`src/rtl/fifo_pkg.sv`:
```
// Shared definitions for the FIFO read-side slice: FIFO geometry constants,
// the drain controller state encoding and a small index-width helper.
package fifo_pkg;

  localparam int unsigned FIFO_DEPTH = 16;
  localparam int unsigned DATA_W     = 8;
  localparam int unsigned PTR_W      = 4;

  typedef enum logic [1:0] {
    IDLE  = 2'd0,
    RUN   = 2'd1,
    DRAIN = 2'd2
  } drain_state_t;

  // Width of an index into an n-entry array, never less than one bit.
  function automatic int unsigned idx_w(input int unsigned n);
    return (n > 1) ? $clog2(n) : 1;
  endfunction

endpackage

```
`src/rtl/drain_skid_buf.sv`:
```
// Skid queue for fifo_drain_ctrl: SKID_DEPTH-entry circular buffer with
// head/tail pointers and an occupancy count. Callers never push when full or
// pop when empty; the top's read-issue rule guarantees that.
module drain_skid_buf #(
  parameter int unsigned DATA_W     = 8,
  parameter int unsigned SKID_DEPTH = 2
) (
  input  logic                              clk,
  input  logic                              rst,
  input  logic                              push,
  input  logic [DATA_W-1:0]                 push_data,
  input  logic                              pop,
  output logic [DATA_W-1:0]                 head_data,
  output logic [$clog2(SKID_DEPTH+1)-1:0]   count
);

  import fifo_pkg::*;

  localparam int unsigned IDX_W = idx_w(SKID_DEPTH);
  localparam int unsigned CNT_W = $clog2(SKID_DEPTH + 1);
  localparam logic [IDX_W-1:0] LAST = IDX_W'(SKID_DEPTH - 1);

  logic [DATA_W-1:0] mem [SKID_DEPTH];
  logic [IDX_W-1:0]  head;
  logic [IDX_W-1:0]  tail;

  // Pointer advance with wrap at SKID_DEPTH, valid for non-power-of-two depths.
  function automatic logic [IDX_W-1:0] nxt(input logic [IDX_W-1:0] p);
    return (p == LAST) ? '0 : p + IDX_W'(1);
  endfunction

  // Storage: write the pushed word at the tail slot.
  always_ff @(posedge clk or posedge rst) begin
    if (rst) begin
      for (int unsigned i = 0; i < SKID_DEPTH; i++) begin
        mem[i] <= '0;
      end
    end else if (push) begin
      mem[tail] <= push_data;
    end
  end

  // Pointers: tail moves on push, head moves on pop.
  always_ff @(posedge clk or posedge rst) begin
    if (rst) begin
      head <= '0;
      tail <= '0;
    end else begin
      if (push) begin
        tail <= nxt(tail);
      end
      if (pop) begin
        head <= nxt(head);
      end
    end
  end

  // Occupancy: simultaneous push and pop cancel out.
  always_ff @(posedge clk or posedge rst) begin
    if (rst) begin
      count <= '0;
    end else if (push && !pop) begin
      count <= count + CNT_W'(1);
    end else if (pop && !push) begin
      count <= count - CNT_W'(1);
    end
  end

  assign head_data = mem[head];

endmodule

```
`src/rtl/fifo_drain_ctrl.sv`:
```
// Read-side controller for the 16x8 FIFO. Issues the active-low read strobe
// while the FIFO has data and the skid buffer can absorb the one-cycle read
// latency, then presents words on a valid/ready stream.
// Optional build macro: DRAIN_STATS_EN adds stats_clr, word_cnt and uf_cnt.
module fifo_drain_ctrl #(
  parameter int unsigned DATA_W     = 8,
  parameter int unsigned SKID_DEPTH = 2
) (
  input  logic              clk,
  input  logic              rst,
  input  logic              en,
  input  logic              fifo_empty,
  input  logic              fifo_under_flow,
  input  logic [DATA_W-1:0] fifo_data,
  output logic              fifo_rd_n,
  output logic              m_valid,
  input  logic              m_ready,
  output logic [DATA_W-1:0] m_data,
  output logic              busy
`ifdef DRAIN_STATS_EN
  ,
  input  logic              stats_clr,
  output logic [15:0]       word_cnt,
  output logic [7:0]        uf_cnt
`endif
);

  import fifo_pkg::*;

  localparam int unsigned CNT_W = $clog2(SKID_DEPTH + 1);
  localparam int unsigned OCC_W = CNT_W + 1;

  drain_state_t       state;
  logic               inflight;
  logic [CNT_W-1:0]   buf_cnt;
  logic               pop;
  logic               push;
  logic               rd;
  logic [OCC_W-1:0]   occ_next;

  assign m_valid   = (buf_cnt != '0);
  assign pop       = m_valid & m_ready;
  assign push      = inflight & ~fifo_under_flow;
  assign fifo_rd_n = ~rd;

  // Read issue: only in RUN, FIFO non-empty, and a slot stays free for the
  // returning word after this cycle's pop (m_ready feeds this path directly).
  always_comb begin
    occ_next = OCC_W'(buf_cnt) + OCC_W'(inflight) - OCC_W'(pop);
    rd       = (state == RUN) && !fifo_empty && (occ_next < OCC_W'(SKID_DEPTH));
  end

  // In-flight flag: the FIFO returns data the cycle after a strobed read.
  always_ff @(posedge clk or posedge rst) begin
    if (rst) begin
      inflight <= 1'b0;
    end else begin
      inflight <= rd;
    end
  end

  // Control FSM; busy is updated on the same edges as state so it stays a
  // flop output equal to (state != IDLE).
  always_ff @(posedge clk or posedge rst) begin
    if (rst) begin
      state <= IDLE;
      busy  <= 1'b0;
    end else begin
      case (state)
        IDLE: begin
          if (en) begin
            state <= RUN;
            busy  <= 1'b1;
          end
        end
        RUN: begin
          if (!en) begin
            state <= DRAIN;
          end
        end
        DRAIN: begin
          if (en) begin
            state <= RUN;
          end else if (!inflight && buf_cnt == '0) begin
            state <= IDLE;
            busy  <= 1'b0;
          end
        end
        default: begin
          state <= IDLE;
          busy  <= 1'b0;
        end
      endcase
    end
  end

  drain_skid_buf #(
    .DATA_W     (DATA_W),
    .SKID_DEPTH (SKID_DEPTH)
  ) u_skid (
    .clk       (clk),
    .rst       (rst),
    .push      (push),
    .push_data (fifo_data),
    .pop       (pop),
    .head_data (m_data),
    .count     (buf_cnt)
  );

`ifdef DRAIN_STATS_EN
  // Handshake counter, wraps at 16 bits.
  always_ff @(posedge clk or posedge rst) begin
    if (rst) begin
      word_cnt <= '0;
    end else if (stats_clr) begin
      word_cnt <= '0;
    end else if (pop) begin
      word_cnt <= word_cnt + 16'd1;
    end
  end

  // Discarded-capture counter, saturates at 255.
  always_ff @(posedge clk or posedge rst) begin
    if (rst) begin
      uf_cnt <= '0;
    end else if (stats_clr) begin
      uf_cnt <= '0;
    end else if (inflight && fifo_under_flow && uf_cnt != '1) begin
      uf_cnt <= uf_cnt + 8'd1;
    end
  end
`endif

endmodule

```
`config.mk`:
```
export PLATFORM = sky130hd
export DESIGN_NAME = fifo_drain_ctrl
export DESIGN_NICKNAME = d
export VERILOG_FILES = /design/src/rtl/fifo_pkg.sv /design/src/rtl/drain_skid_buf.sv /design/src/rtl/fifo_drain_ctrl.sv
export SDC_FILE = /design/constraint.sdc
export NUM_CORES = 1
export LEC_CHECK = 0
export CORE_UTILIZATION = 44
export CTS_CLUSTER_SIZE = 16
export DETAILED_ROUTE_END_ITERATION = 16
export GPL_ROUTABILITY_DRIVEN = 0
export PLACE_DENSITY = 0.74
export RECOVER_POWER = 25
export SYNTH_ARGS = -nofsm -noshare
export SYNTH_HDL_FRONTEND = slang
export SYNTH_HIERARCHICAL = 1
export SYNTH_SLANG_ARGS = --single-unit
```
`constraint.sdc`:
```
create_clock -name clk -period 2.8 [get_ports clk]
set_input_delay 0.42 -clock clk [delete_from_list [all_inputs] [get_ports clk]]
set_output_delay 0.42 -clock clk [all_outputs]
set_load 0.01 [all_outputs]
```
==> results of run 1 <==
## layout make-up
cell class	count	area, um2
Fill cell	180	832
Timing Repair Buffer	29	279
Multi-Input combinational cell	65	502
Clock buffer	3	22.5
Inverter	7	26.3
Sequential cell	24	601
Tap cell	28	35.0
## metrics by stage
step | utilization | total power [W] | TNS (ps) | area [um2] | setup slack [ps]
floorplan | - | 0.000894 | 0 | 1120 | 30.0
global placement | 0.617 | 0.00115 | -524 | 1420 | -524
detailed placement | 0.617 | 0.00117 | -566 | 1420 | -566
CTS | 0.638 | 0.00134 | -269 | 1470 | -269
global route | 0.638 | 0.00144 | -272 | 1470 | -272
finish | 0.638 | 0.00133 | -192 | 1470 | -192
## power by group through the flow
stage	logic [W]	registers (W)	clock network [W]
global placement	0.000586	0.000560	0
global route	0.000704	0.000582	0.000157
finish	0.000629	0.000560	0.000140
CTS	0.000634	0.000561	0.000147
floorplan	0.000356	0.000538	0
detailed placement	0.000602	0.000568	0
## worst reg2reg max path: cells and delay by family (launching register included)
kind | cells | cell delay, ps
buffers and inverters | 2 | 180
DFF | 1 | 390
adders and majority gates | 2 | 540
and+or+nand+nor | 4 | 1050
xor gates and xnor gates | 1 | 150
## kinds of logic (layout without fill, tap and decap cells)
family	after synthesis	in the layout	synth area share
compound gates	5	5	0.0303
fa+ha+maj	3	3	0.0404
mux	16	16	0.161
buf+inv	10	39	0.0370
flops	24	24	0.538
xor+xnor	6	6	0.0471
simple gates	35	35	0.146
## timing repair
item	4_1_cts	5_1_grt
pin swaps	5	2
gates resized for setup	9	0
endpoints found under the setup margin	1	1
endpoints found under the hold margin	0	0
## layer usage
layer / up-vias / wire [um]
met1: 368 / 941
met5: - / 0
met4: 0 / 23
met2: 17 / 916
li1: 380 / -
met3: 5 / 80
## cells in the final DEF, fill, tap and decap left out, types with 2 or more instances in the layout
master,netlist,routed
sky130_fd_sc_hd__clkdlybuf4s50_1,0,20
sky130_fd_sc_hd__nand2_1,24,24
sky130_fd_sc_hd__inv_1,6,6
sky130_fd_sc_hd__mux2_2,16,16
sky130_fd_sc_hd__nand2b_1,3,2
sky130_fd_sc_hd__clkbuf_4,0,3
sky130_fd_sc_hd__a21oi_1,2,2
sky130_fd_sc_hd__nor2b_1,2,2
sky130_fd_sc_hd__xor2_1,5,5
sky130_fd_sc_hd__dlygate4sd3_1,0,3
sky130_fd_sc_hd__dfrtp_1,24,24
sky130_fd_sc_hd__buf_4,0,5
## flip-flops by register name (all words and copies together), names as in the netlist
name / flops
u_skid/mem: 16
state: 2
u_skid/count: 2
busy: 1
inflight: 1
u_skid/head: 1
u_skid/tail: 1
## final timing paths
| path | depth (start not counted) | end | slack, ps |
|---|---|---|---|
| min in group clk | 2 | u_skid/mem[14] | 490 |
| max | 8 | fifo_rd_n | -190 |
| max reg2reg | 9 | inflight | 440 |
| min | 2 | state[0] | 440 |
| min reg2reg | 2 | u_skid/mem[14] | 490 |
| max in group asynchronous | 2 | u_skid/head | 1650 |
==> results.txt, run 1 <==
The all-layer global routing usage came out at 0.183. The slowest library cell on the worst path was sky130_fd_sc_hd__or4b_4. The area share of the largest cell type after synthesis came out at 0.538. For this run, the leading register cell type out of synthesis is sky130_fd_sc_hd__dfrtp_1. The tools report the initial antenna violation count as 0. The layer flagged by global routing as most heavily used is met2. The checks that failed: setup timing. The run gives 0.000418 W as the net switching power figure. The share of total power consumed by net switching works out to 0.314. The run gives 21 as the maximum number of pins on one net before global-route repair. For the overall overflow remaining after global route, the log shows 0. The logs give 0.538 for the part of the Yosys area used for sequential elements and 0.285 for the fraction of met2 tracks used by global routing.

For the maximum count of clock buffers along a single path, the log shows 2. The ratio of final minimum period to clock period was 1.07; the CTS H-tree depth was 1. Synthesis handed over a netlist of 99 instances.

The run gives 0.106 as the clock power share. The number of placed instances, taps included, is 153. For the diode insertion count for antenna repair, the log shows 0.

The average wire per standard cell is 12.6 um, and the die outline width is 52.4 um. The worst setup path startpoint is u_skid/count[1]. Broken down by cell family, the worst path's largest delay share belongs to simple AND/OR/NAND/NOR gates.

The power density of the placed cells was 907 nW/um2. The flow ran to the end, but the final reports show violations. The violation count after the first detailed-route iteration is 12, and the internal cell power is 0.000911 W.

The tightest hold path in the finished design has a slack of 440 ps. The data required time of the critical path is 2380 ps. The tools report the worst slew margin relative to its limit as 0.505. The tree is rooted in a sky130_fd_sc_hd__clkbuf_4. The synthesized area came out at 1120 um2. The number of nets with antenna violations after routing is 0. Number of cells in the finished layout apart from fillers: 156.

The async set-reset flop share out of synthesis came out at 1.00. The number of buffer and inverter instances along the worst setup path is 1. The tools report the final setup violation count as 1.

Across the routed clock network, the largest skew measured is 0.546 ps. The leading area contributor after synthesis is sky130_fd_sc_hd__dfrtp_1. The combinational cell fraction of total power was 0.473; the shortest period the worst path allows was 2990 ps.

The first global-routing pass estimated 3.59 mm of wire. The static leakage was 0.714 nW; the HPWL after detailed placement was 1.45 mm. For the relative contribution of sequential cells to total power, the log shows 0.422.

TritonCTS built the clock tree. The max-slew violation total from the final report is 0, and the synthesis warning total is 6. From synthesis to final layout, the design area changed by 31.3%. The highest ir drop seen on vdd is 0.555 mV, and the met3 usage is 0.0464. In the synthesized netlist, the cells that appear most often are sky130_fd_sc_hd__dfrtp_1 (24), sky130_fd_sc_hd__nand2_1 (24), sky130_fd_sc_hd__mux2_2 (16).

The initialized floorplan defines 17 standard-cell rows. The floorplan step defined a die boundary enclosing 2740 um2. The tools report the post-synth net total as 116. The run gives 0 as the remaining routing DRC violations. The timing-limited maximum frequency came out at 334 MHz. The core region is 2300 um2. In this run the critical register-to-register path is launched from u_skid/count[1]. The final worst setup slack was -192 ps; the length of the first detailed-routing pass in iterations was 4. The arrival time of data at the critical path endpoint is 2570 ps, and the post-synthesis sequential element count is 24. By area the synthesized netlist is led by sky130_fd_sc_hd__dfrtp_1 (54%), sky130_fd_sc_hd__mux2_2 (16%), sky130_fd_sc_hd__nand2_1 (8.1%). For the number of global-route vias before repair, the log shows 778. The worst stage delay on the critical path was 520 ps.

The number of hold-slack violations in the final timing report was 0; the max-cap violation count was 0. Setup repair after global routing could not meet its margin everywhere. The tools report the startpoint type of the worst setup path as a register. The logs give 147 for the number of nets at the end of the flow and 0.486 for the initial cell density of the core. At the pin with the least slew margin, the transition time is 742 ps. Endpoint kind of the worst setup timing path: an output pin. The quantity of hold-fixing buffers added after cts is 0, and the insertion delay of the later-clocked pin in the worst-skew pair is 300 ps.

In this run, synthesis inferred 0 flip-flops with an integrated enable. Counting the buffers created by CTS gives 3. Dividing the synthesized area by the synthesized cell count gives 11.3 um2. Traced cell by cell, the critical path runs through or2_4, and2_4, ha_4, nand2b_4, fa_2, xor2_1, or4b_4, buf_6. The critical path is of the register to output pin type. For the number of distinct library cell variants in the gate-level netlist after synthesis, the log shows 22. In this run the vertical extent of the chip is 52.4 um. The maximum fanout along the worst path works out to 2. The via count normalized by instance count was 4.94. The met1 usage is 0.251. The share of layout cells above drive strength 1 is 0.258. The type of the most critical hold path is input pin to async pin.

The total number of clock tree sinks was 24. For the number of setup buffers added after CTS, the log shows 0. The detailed router placed 770 vias in this run. The top-level port count is 25, and the count of input and output buffers is 24. The overall routed net length came out at 1.96 mm. Clock-pin transition on the worst setup and hold timing paths: 110 ps.
(Power assumes the default switching activity.)
==> inputs of run 2 (changes only) <==
ABC_AREA = 0   (was not set)
CORE_MARGIN = 4   (was not set)
CORE_UTILIZATION = 45   (was 44)
DONT_BUFFER_PORTS = 1   (was not set)
PLACE_DENSITY = not set   (was 0.74)
==> run 2 against run 1 <==
The run still ends with setup timing left. Routed wire length grew 3.4%. Power shrank 12%. Maximum frequency grew 2.5%. Register-to-register slack gained 50 ps. Count of clock-buffer cells in the layout is the same. Critical path type unchanged. Critical path depth shrank 1. Sequential share of layout area grew 8.0 points.
==> results.txt, run 2 (synthesis results as in run 1) <==
The top register by number of flip-flops is u_skid/mem. Along the worst path, the maximum fanout reaches 2. The tool flagged a number of max-cap violations equal to 0. The final layout contains 123 nets. In this design, the stage delay of the slowest critical-path cell is 550 ps. The clock reaches the later pin of the worst-skew pair after 300 ps. The most critical setup path has its startpoint at u_skid/count[1].

Clock tree synthesis inserted a total of 3 buffers. The run gives 0.499 as the worst slew margin relative to its limit. Shortest period the worst path allows: 2920 ps. The max-slew violation total from the final report was 0; the flip-flop count of the largest register, all copies and words added was 16. STA classifies the critical path startpoint as a register.

The share of layout cells above drive strength 1 came out at 0.298. The timing-limited maximum frequency was 343 MHz. Across all layers, the routed design uses 682 vias.

The post-layout utilization of the core was 0.539. The final worst setup slack is -119 ps, and the average wire per standard cell is 15.4 um. The tools report the root cell of the clock tree as sky130_fd_sc_hd__clkbuf_4. The final layout contains routed wiring with a total length of 2.03 mm. Measured along the x axis, the die boundary spans 57.8 um. The total area inside the core boundary comes to 2280 um2. After routing the design area is 1230 um2. The path class of the tightest hold or removal check is input pin to async pin.

Summing all placed instances gives a cell area of 1160 um2. The worst setup path is of the register to output pin kind. The final setup violation count came out at 1.

The HPWL after detailed placement was 1.46 mm. Area growth from synthesis to layout: 9.87%. The total die area came out at 3340 um2.

The CTS H-tree depth is 1, and the overall overflow remaining after global route is 0. IR analysis of the VDD net gives a maximum drop of 0.586 mV. The clock passes through at most 2 buffers. After filler insertion, the fill cell instance count of the layout stands at 209.

For the length of the first detailed-routing pass in iterations, the log shows 4. STA puts the critical path data arrival time at 2500 ps. For the placement row count, the log shows 17. The largest registers in the layout are u_skid/mem: 16 flops, state: 2 flops, u_skid/count: 2 flops.

Among cell families on the critical path, the largest total delay comes from simple AND/OR/NAND/NOR gates. The final reports fail on setup timing. The slew at the pin closest to its max-slew limit is 750 ps, and the violation count after the first detailed-route iteration is 18. The first global-routing pass estimated 3.59 mm of wire. The power density of the placed cells was 954 nW/um2. The diode insertion count for antenna repair was 0.

The signal on the critical path passes through or2_4, and2_4, ha_4, nand2b_4, fa_2, xor2_1, or4b_4. For the initial cell density of the core, the log shows 0.490. Setup repair after global routing could not meet its margin everywhere. For this run, design rule violations remaining after detail routing come to 0. Maximum number of pins on one net before global-route repair: 21.

On the final layout, the worst clock skew is 1.48 ps. At the worst endpoint, the required time is 2380 ps. The worst register-to-register path begins at u_skid/count[1]. For the initial antenna violation count, the log shows 0.

In this run the static leakage power is 0.620 nW. The number of nets with antenna violations after routing was 0. Slowest library cell on the worst path: sky130_fd_sc_hd__or4b_4. The tools report the endpoint kind of the worst setup timing path as an output pin.

The die is 57.8 um tall. In this run the tool buffered the top-level ports with 0 buffer cells. For this design the top-level I/O count stands at 25.

The ratio of final minimum period to clock period works out to 1.04. The all-layer global routing usage is 0.140. The flow ran to the end, but the final reports show violations.

The number of buffer and inverter instances along the worst setup path works out to 0. TritonCTS built the clock tree. The number of global-route vias before repair was 774. The top cell types in the final layout, fill and taps aside, are sky130_fd_sc_hd__dfrtp_1 (24), sky130_fd_sc_hd__nand2_1 (24), sky130_fd_sc_hd__mux2_2 (16). The logs give 0 for the number of hold-slack violations in the final timing report and 24 for the total number of clock tree sinks.

The via count normalized by instance count is 5.17. The clock-pin transition on the worst setup and hold timing paths came out at 120 ps.
==> run 2: cell types whose count changed in the layout (fill, tap and decap cells not counted), sizes merged <==
cell | previous run | this run
clkdlybuf4s50 | 20 | 0
buf | 6 | 4
dlygate4sd3 | 3 | 1
==> run 2: report_power, final <==
part	internal [W]	leakage (nW)	switching (W)
sequential	0.000468	0.304	0.0000957
combinational	0.000251	0.302	0.000212
clock	0.0000502	0.0138	0.0000922
==> run 2: path summary, 6_finish.rpt <==
path	depth (start not counted)	slack [ps]	end
max in group asynchronous	1	2210	u_skid/mem[2]
worst min-delay path	1	120	u_skid/mem[0]
worst min register to register	2	490	u_skid/mem[12]
min in group clk	1	160	state[1]
worst max-delay path	7	-120	fifo_rd_n
worst max register to register	8	490	inflight
==> run 2: area by class of cell <==
class                           instances  area, um2  share of cell area
Clock buffer                            3       22.5              0.0184
Inverter                                7       26.3              0.0214
Multi-Input combinational cell         65        502               0.409
Sequential cell                        24        601               0.490
Tap cell                               28       35.0              0.0286
Timing Repair Buffer                    5       40.0              0.0327
==> run 2: timing repair <==
item / 4_1_cts / 5_1_grt
pin swaps: 5 / 2
cloned: 0 / 0
hold buffers: 1 / 0
gates resized for setup: 4 / 0
hold endpoints to repair: 4 / 0
setup buffers: 1 / 0
setup endpoints to repair: 1 / 1
==> run 2: routing by layer <==
metal  wire, um  share of wire  up-vias  GRT usage
met3        153          0.075        2     0.0624
met2        963           0.47       20      0.221
met5          0              0        -          0
met4         14         0.0069        0     0.0298
li1           -              -      332          -
met1        897           0.44      328      0.176
==> run 2: worst register-to-register path, cell delays in order, from the launching register on <==
cell and delay (ps):
sky130_fd_sc_hd__dfrtp_1 400, sky130_fd_sc_hd__or2_4 250, sky130_fd_sc_hd__and2_4 150, sky130_fd_sc_hd__ha_4 200
sky130_fd_sc_hd__nand2b_4 140, sky130_fd_sc_hd__fa_2 350, sky130_fd_sc_hd__xor2_1 150, sky130_fd_sc_hd__or4b_4 550
sky130_fd_sc_hd__inv_2 70
==> run 2: through the flow <==
step / power, W / hold WS [ps] / instances / setup slack [ps] / setup TNS, ps
5_1_grt: 0.00128 / 147 / 132 / -224 / -224
3_5_place_dp: 0.00100 / 201 / 127 / 40.3 / 0
4_1_cts: 0.00118 / 146 / 132 / -187 / -187
6_report: 0.00117 / 119 / 132 / -119 / -119
2_1_floorplan: 0.000894 / 186 / 99 / 30.0 / 0
3_3_place_gp: 0.000980 / 204 / 127 / 106 / 0
==> inputs of run 3 (changes only) <==
ABC_AREA = 1   (was 0)
CAP_MARGIN = 15   (was not set)
CORE_MARGIN = 3   (was 4)
==> run 3 against run 2 <==
The flow now finishes without violations. Sequential power increased by 8.5%. Utilization decreased by 2.9 points. Non-clock buffer count decreased by 2. Hold slack got worse by 13 ps.
==> results.txt, run 3 <==
After detailed routing, the average wire length per cell comes to 12.3 um. The run gives 6 as the synthesis warning total. The average instance in the mapped netlist occupies 9.30 um2. After synthesis the cells add up to 1220 um2. The detailed router put a total of 910 um of wire on met1. The signal on the critical path passes through nor2_4, nor2_1, ha_1, or2_1, fa_1, inv_1, nor2_2, nand3_1.

Endpoint kind of the worst setup timing path: an output pin. The remaining routing DRC violations was 0; the area share of the largest cell type after synthesis was 0.493. Final setup violation count: 0.

TritonCTS built the clock tree. The area growth from synthesis to layout is 5.44%. The core region is 2520 um2.

The via count normalized by instance count was 4.93. Setup repair after global routing left no endpoint under its margin. The type of the most critical hold path was input pin to async pin. The floorplan has 18 rows. After detailed placement, the total cell area comes to 1220 um2. Total power for the finished layout comes to 0.00132 W.

Dividing total power by cell area gives a power density of 1030 nW/um2. The worst setup path is launched from a register. The floorplan step defined a die boundary enclosing 3370 um2. For this run, the leading register cell type out of synthesis is sky130_fd_sc_hd__dfrtp_1. For the part of the Yosys area used for sequential elements, the log shows 0.493. The slowest library cell on the worst path was sky130_fd_sc_hd__fa_1.

The run gives 0.483 as the initial cell density of the core. Entering global routing, the biggest net connects 21 pins. The logs give 1 for the CTS H-tree depth and 0 for the diode insertion count for antenna repair. The post-synth net total was 148; the number of nets at the end of the flow was 152. The number of placed instances, taps included, is 157.

The first global-routing pass estimated 3.28 mm of wire. In the layout the commonest cells are sky130_fd_sc_hd__nand2_1 (28), sky130_fd_sc_hd__inv_1 (25), sky130_fd_sc_hd__dfrtp_1 (22). The die is 58.0 um wide.

After synthesis the netlist holds a flip-flop and latch count of 24. The final setup TNS was 0 ps. For the timing-limited maximum frequency, the log shows 373 MHz. The number of cells in the finished layout apart from fillers is 164, and the ratio of final minimum period to clock period is 0.957. In the final layout, the registers with the most flip-flops are u_skid/mem: 16 flops, state: 2 flops, u_skid/count: 2 flops. The tools report the initial antenna violation count as 0.

The arrival time of data at the critical path endpoint is 2260 ps. Data required time of the critical path: 2380 ps. Clock-pin slew was measured on the worst setup and hold paths at 120 ps. In this run, distinct cell masters in the synthesized netlist total 21.

Once detail routing completed, the nets flagged for antenna violations numbered 0. Synthesis produced a netlist whose cell count is 131. In this run the top signal layer used is met4. Of all nets on the critical path, the largest fanout is 4. Wire segments on met2 add up to 966 um in the final route. Measured along the y axis, the die boundary spans 58.0 um. The run gives 240 as the number of inserted filler cells in the final layout. Grouping stages by cell kind, the critical path spends the most delay in adder cells.

The clock drives 24 sinks. The async set-reset flop share out of synthesis works out to 1.00. Max-slew violation total from the final report: 0. The run gives 310 ps as the insertion delay of the later-clocked pin in the worst-skew pair. By area the synthesized netlist is led by sky130_fd_sc_hd__dfrtp_1 (49%), sky130_fd_sc_hd__nand2_1 (8.6%), sky130_fd_sc_hd__inv_1 (7.7%). The register with the most flip-flops in the layout has 16 of them. The max-cap violation count was 0.

The setup path with the least slack is of type register to output pin. The count of vias placed by the detailed router was 809; the shortest period the worst path allows was 2680 ps. After the first detailed-routing iteration, the DRC count stood at 34. The clock passes through at most 2 buffers. Ranked by instance count, the synthesized netlist is headed by sky130_fd_sc_hd__nand2_1 (28), sky130_fd_sc_hd__inv_1 (25), sky130_fd_sc_hd__dfrtp_1 (24). For the summed area of non-filler cells in the final layout, the log shows 1280 um2. The number of buffer and inverter instances along the worst setup path is 1. The share of layout cells above drive strength 1 works out to 0.209. The number of clock buffers added by TritonCTS is 3. The count of flip-flops with a built-in enable after synthesis is 0, and the all-layer global routing usage is 0.130. At the pin with the least slew margin, the transition time is 740 ps. Ranked by flip-flop count, first place goes to u_skid/mem.

The most common cell in the synthesized netlist is sky130_fd_sc_hd__nand2_1. The worst stage delay on the critical path was 480 ps. sky130_fd_sc_hd__dfrtp_1 takes more of the synthesized area than any other cell. The HPWL after detailed placement is 1.45 mm, and the worst slack on hold paths is 106 ps. The routed design uses 110 um of met3 wire. Between clock sinks in the finished design, the worst skew comes to 2.38 ps.

Number of hold-slack violations in the final timing report: 0. The worst slew margin relative to its limit was 0.506. Leaving out fill and tap cells, the most frequent cell in the layout is sky130_fd_sc_hd__nand2_1. The run finished with clean final reports. In this run the clock root is driven by a sky130_fd_sc_hd__clkbuf_4.

Wires add up to 2.02 mm. For the static leakage, the log shows 0.662 nW. The overall overflow remaining after global route is 0, and the number of global-route vias before repair is 745. The count of input and output buffers works out to 0.

IR analysis of the VDD net gives a maximum drop of 0.599 mV. The logs give 4 for the length of the first detailed-routing pass in iterations and 25 for the top-level port count.
[run 3: changes by cell type after synthesis, moves of 4 or more]
cell,before,now
sky130_fd_sc_hd__inv_1,6,25
sky130_fd_sc_hd__mux2_2,16,8
sky130_fd_sc_hd__nand2_1,24,28
sky130_fd_sc_hd__nand3_1,0,6
sky130_fd_sc_hd__o21ai_0,0,8
sky130_fd_sc_hd__o21ai_2,0,8
[run 3: area by class of cell]
class / count / area, um2 / area share
clock buffers: 4 / 36.3 / 0.0282
multi-input cells: 78 / 489 / 0.381
flip-flops and latches: 24 / 603 / 0.469
repair buffers: 3 / 25.0 / 0.0195
well taps: 30 / 37.5 / 0.0292
inverters: 25 / 93.8 / 0.0730
[run 3: cell families after synthesis]
group / after synthesis / share of synthesized area
compound gates: 18 / 0.0986
xor+xnor: 4 / 0.0288
fa+ha+maj: 3 / 0.0370
buf+inv: 29 / 0.110
flops: 24 / 0.493
mux: 8 / 0.0739
simple gates: 45 / 0.159
[run 3: routing by layer]
layer	up-vias	track usage
met5	-	0
met4	0	0.0397
met3	6	0.0468
met2	17	0.213
met1	377	0.159
li1	409	-
[run 3: final timing paths]
path | startpoint | endpoint | slack [ps] | cells past startpoint
min in group clk | en | busy | 240 | 2
min | rst | u_skid/mem[15] | 110 | 1
max | u_skid/count[1] | fifo_rd_n | 120 | 8
min reg2reg | u_skid/mem[15] | u_skid/mem[15] | 500 | 2
max reg2reg | u_skid/count[1] | inflight | 780 | 9
max in group asynchronous | rst | u_skid/count[1] | 2180 | 1
[run 3: per-stage QoR]
stage | setup slack (ps) | util
after CTS | 27.4 | 0.501
after global placement | 411 | 0.482
after global routing | 30.8 | 0.509
final | 121 | 0.509
after detailed placement | 352 | 0.482
after floorplan | 478 | -
[run 3: report_power, final]
part           switching (W)  total [W]  internal, W  leakage, nW
Combinational       0.000283   0.000533     0.000250        0.341
Clock              0.0000985   0.000178    0.0000794       0.0210
Sequential          0.000117   0.000612     0.000495        0.300
[run 3: timing repair]
item / CTS / global route
hold endpoints to repair: 4 / 0
resized for setup: 1 / 2
endpoints found under the setup margin: 1 / 1
buffers inserted: 0 / 2
hold buffers: 1 / 0
==> variant 1 (flow settings as in run 3) <==
`SKID_DEPTH` is set to 2 in 2 places; all go to 1.
--- a/src/rtl/drain_skid_buf.sv
+++ b/src/rtl/drain_skid_buf.sv
@@ -3,7 +3,7 @@
 // pop when empty; the top's read-issue rule guarantees that.
 module drain_skid_buf #(
   parameter int unsigned DATA_W     = 8,
-  parameter int unsigned SKID_DEPTH = 2
+  parameter int unsigned SKID_DEPTH = 1
 ) (
   input  logic                              clk,
   input  logic                              rst,
--- a/src/rtl/fifo_drain_ctrl.sv
+++ b/src/rtl/fifo_drain_ctrl.sv
@@ -4,7 +4,7 @@
 // Optional build macro: DRAIN_STATS_EN adds stats_clr, word_cnt and uf_cnt.
 module fifo_drain_ctrl #(
   parameter int unsigned DATA_W     = 8,
-  parameter int unsigned SKID_DEPTH = 2
+  parameter int unsigned SKID_DEPTH = 1
 ) (
   input  logic              clk,
   input  logic              rst,
Function: changed (Yosys sat finds a counterexample within 4 cycles, from zero or initial values and one cycle with rst high).
==> variant 1 against run 3 <==
  * Cell count decreased by 37%
  * Wire length decreased by 44%
  * Final area decreased by 47%
  * Power decreased by 51%
  * Worst setup slack improved by 0.40 ns
  * Area after synthesis decreased by 48%
  * Die area decreased by 44%
  * Sequential cell count decreased by 11
  * Register-to-register slack improved by 0.44 ns
  * Critical endpoint unchanged
  * Highest routed layer unchanged
==> variant 1: results (changes against run 3) <==
diodes: 0  # unchanged
p_int_mw: 0.3909  # -53%
ys_types: 11  # -48%
placed_cells: 99  # -37%
min_path_type: "in2reg"
slew_headroom_pct: 56.14  # +5.5 points
fillCellCount: 118  # -51%
rr_startpoint: "u_skid/count"
ys_warn_count: 6  # unchanged
synth.top_cells.by_count: "nand2_1 (39), inv_1 (14), dfrtp_1 (13)"
grt_use_total_pct: 14.94  # +2.0 points
grt_pass1_vias: 465  # -38%
synth_nets: 102  # -31%
max_freq_mhz: 439.2  # +18%
status: "completed"
drive_gt1_share_pct: 6.667  # -14 points
pwr_density_cell_nw_per_um2: 962.6  # -6.5%
h-tree-depth: 1  # unchanged
pre_cts_slack_ns: 0.7885  # +0.4361 ns
seq-power_mw: 0.360  # -41%
crit_fanout: 7  # +3
firstDrtPassIters: 3  # -1
cts-root-buf: "clkbuf_4"
final.setup_skew_ns: 0.002734  # +0.0003511 ns
io_buffers: 0  # unchanged
cp-start-kind: "flop"
via_per_inst: 4.702  # -4.7%
synthTopCellsByArea: "dfrtp_1 (51%), nand2_1 (23%), inv_1 (8.3%)"
fin_nets: 107  # -30%
cts_resized: 0  # -1
post_cts_buffers: 0  # unchanged
pg_clk_mw: 0.113  # -37%
cts_buffers: 3  # unchanged
hold_buffers: 1  # unchanged
placed_area_um2: 641.9  # -47%
synth_cells: 86  # -34%
clock_latency_ns: 0.27  # -0.04 ns
p_leak_nw: 0.3976  # -40%
largest_registers: "u_skid/mem x8, state x2"
rr_worst_depth: 8  # -1
worstPathArrival_ns: 1.86  # -0.40 ns
reg2reg_slack_ns: 1.22  # +0.44 ns
antenna_found_initial: 0  # unchanged
cts_buffer_depth: 2  # unchanged
yosysSeqAreaShare_pct: 51.18  # +1.9 points
clk_pin_slew_ns: 0.07  # -0.05 ns
avgRoutedWirePerCell_um: 10.88  # -12%
synth-async-reset-ratio_pct: 100.0  # unchanged
vdd_drop_max_mv: 0.4283  # -28%
grt_pass1_wl_um: 2028  # -38%
timing.rr.end: "inflight"
dp_hpwl_um: 898.4  # -38%
stdcell_count: 104  # -37%
yosys_most_used_dff: "dfrtp_1"
drt_iter0_drc: 6  # -82%
crit_end: "fifo_rd_n"
grt_max_degree: 11  # -48%
==> variant 1: cell count changes after synthesis, sizes merged, moves of 2 or more <==
cell / before / now
nand2: 29 / 40
dfrtp: 24 / 13
mux2: 8 / 0
or2: 2 / 0
o21ai: 16 / 1
xnor2: 2 / 0
inv: 25 / 16
xor2: 2 / 0
nand3: 6 / 4
buf: 3 / 1
==> variant 1: cells by family after synthesis <==
| group | Yosys count | synth area share, % |
|---|---|---|
| simple gates | 51 | 31.30 |
| compound gates | 3 | 2.362 |
| fa+ha+maj | 2 | 3.936 |
| buf+inv | 17 | 11.22 |
| flops | 13 | 51.18 |
==> variant 1: worst max-delay path, cell delays in order, from the launching register on <==
cell,delay (ns)
dfrtp_1,0.47
nand2_1,0.10
inv_1,0.07
ha_1,0.27
inv_1,0.04
ha_1,0.27
nor2_1,0.12
inv_1,0.05
nor2_1,0.09
nand2_1,0.10
==> variant 1: final cells by class <==
cell class	instances	area (µm²)	area share (%)
flip-flops and latches	13	325.3	47.97
inverters	16	60.06	8.856
well taps	14	17.52	2.583
multi-input cells	56	239.0	35.24
repair buffers	1	10.01	1.476
clock buffers	4	26.28	3.875
==> variant 1: worst min-delay path by stage <==
stage                  from       endpoint  slack (ns)  depth (start not counted)
3_3_place_gp            rst       state[0]        0.20                          1
6_report       fifo_data[1]  u_skid/mem[1]        0.26                          2
3_5_place_dp            rst       inflight        0.21                          1
4_1_cts        fifo_data[1]  u_skid/mem[1]        0.25                          2
5_1_grt        fifo_data[1]  u_skid/mem[1]        0.23                          2
2_1_floorplan           rst           busy        0.19                          1
==> variant 1: metal layers <==
layer	up-vias	track usage (%)	part of all wire [%]
li1	260	-	-
met1	211	17.40	43
met2	16	21.80	46
met3	2	7.469	8.9
met4	0	9.036	1.6
met5	-	0	0
==> variant 2 (flow settings as in run 3) <==
Made on the original files. Encoding of `drain_state_t`: now one-hot (3 bits for 3 states).
--- a/src/rtl/fifo_pkg.sv
+++ b/src/rtl/fifo_pkg.sv
@@ -6,10 +6,10 @@
   localparam int unsigned DATA_W     = 8;
   localparam int unsigned PTR_W      = 4;
 
-  typedef enum logic [1:0] {
-    IDLE  = 2'd0,
-    RUN   = 2'd1,
-    DRAIN = 2'd2
+  typedef enum logic [2:0] {
+    IDLE  = 3'b001,
+    RUN   = 3'b010,
+    DRAIN = 3'b100
   } drain_state_t;
 
   // Width of an index into an n-entry array, never less than one bit.
Behaviour: same outputs for any inputs over 10 cycles, from zero or initial values and one cycle with rst high; not proved beyond that.
==> variant 2 against run 3 <==
  * Power rose by 0.79%
  * Final area up 8.0%
  * Wire length rose by 13%
  * Area after synthesis up 5.7%
  * Via count rose by 8.3%
  * Critical path depth stayed put
  * Non-clock buffer count is 2 higher
  * Clock power decreased by 9%
  * Sequential power grew 2%
  * Worst setup slack worse by 0.014 ns
  * Cell count grew 7.3%
  * Sequential cell count up 1
==> variant 2: results (changes against run 3) <==
critPathMaxStageDelay_ns: 0.52  # +0.04 ns
muxShareOfSynthArea_pct: 6.990  # -0.40 points
post_cts_buffers: 2  # +2
multi_input_area_um2: 543.0  # +11%
seq_share_pct: 45.27  # -1.7 points
synth_xor_area_share_pct: 1.359  # -1.5 points
status: "completed"
synth.top_cells.by_count: "nand2_1 (31), inv_1 (26), dfrtp_1 (24)"
final.setup_skew_ns: 0.001323  # -0.001060 ns
pre_cts_slack_ns: 0.2446  # -0.1079 ns
drive_gt1_share_pct: 26.71  # +5.8 points
vdd_drop_max_mv: 0.5200  # -13%
p_int_mw: 0.8155  # -1.1%
grtUsageMet1_pct: 18.43  # +2.5 points
met3_usage_pct: 2.614  # -2.1 points
route.met2.wl_um: 1103  # +14%
wirelength_um: 2281  # +13%
n_all_buffers: 5  # +2
clkCellAreaFrac_pct: 2.164  # -0.66 points
placed_area_um2: 1286  # +5.8%
yosysSeqAreaShare_pct: 48.64  # -0.64 points
buf_share_pct: 2.885  # +0.94 points
synth_nets: 158  # +6.8%
grt_use_total_pct: 14.23  # +1.3 points
ys_types: 26  # +24%
nMultiInputCombCells: 83  # +6.4%
synthTopCellsByArea: "dfrtp_1 (47%), nand2_1 (9.0%), inv_1 (7.6%)"
ys_ff_latch: 25  # +4.2%
grt_pass1_vias: 907  # +22%
crit_start: "u_skid/count[0]"
multi_input_area_share_pct: 39.13  # +1.1 points
num_vias: 876  # +8.3%
met3_wirelength_um: 80  # -27%
p_leak_nw: 0.7094  # +7.2%
largest_registers: "u_skid/mem x16, state x3, u_skid/count x2"
dp_hpwl_um: 1658  # +14%
drt_iter0_drc: 35  # +2.9%
area_growth_pct: 7.670
fillCellCount: 229  # -4.6%
clk_pin_slew_ns: 0.14  # +0.02 ns
variant 2: cell types whose count changed in the layout (fill, tap and decap cells not counted), sizes merged, moves of 2 or more:
cell,change
a21oi,-2
nand4,+3
inv,+4
nand2,+4
buf,+2
variant 2: through the flow:
stage	instances	utilization [%]	hold WS (ns)
2_1_floorplan	141	-	0.1978
3_3_place_gp	167	49.66	0.2238
3_5_place_dp	167	49.66	0.2303
4_1_cts	174	52.13	0.1182
5_1_grt	176	53.57	0.1306
6_report	176	53.57	0.1100
variant 2: logic make-up (layout without fill, tap and decap cells):
kind of cell               count (synthesis)  count (layout)
AOI/OAI and AO/OA                         17              17
xor gates and xnor gates                   2               2
adders and majority gates                  3               3
buffers and inverters                     33              38
DFF                                       25              25
muxes                                      8               8
and+or+nand+nor                           53              53
variant 2: power groups by stage:
stage          Combinational (mW)  Clock, mW  Sequential, mW
6_report                    0.547      0.162           0.625
5_1_grt                     0.624      0.189           0.650
4_1_cts                     0.520      0.176           0.626
3_5_place_dp                0.473          0           0.642
3_3_place_gp                0.455          0           0.634
2_1_floorplan               0.433          0           0.592
variant 2: final timing paths:
check / cells past startpoint / to / slack (ns)
worst max register to register: 8 / inflight / 0.77
worst min register to register: 2 / u_skid/mem[13] / 0.50
worst min-delay path: 1 / u_skid/mem[3] / 0.11
max in group asynchronous: 2 / state[0] / 2.12
worst max-delay path: 8 / fifo_rd_n / 0.11
min in group clk: 2 / u_skid/mem[12] / 0.24
variant 2: worst register-to-register path: cells and delay by family (launching register included):
kind | cells | cell delay [ns]
AND/OR/NAND/NOR | 3 | 0.45
buffers and inverters | 3 | 0.38
flip-flops | 1 | 0.44
adder cells (fa/ha/maj) | 2 | 0.72
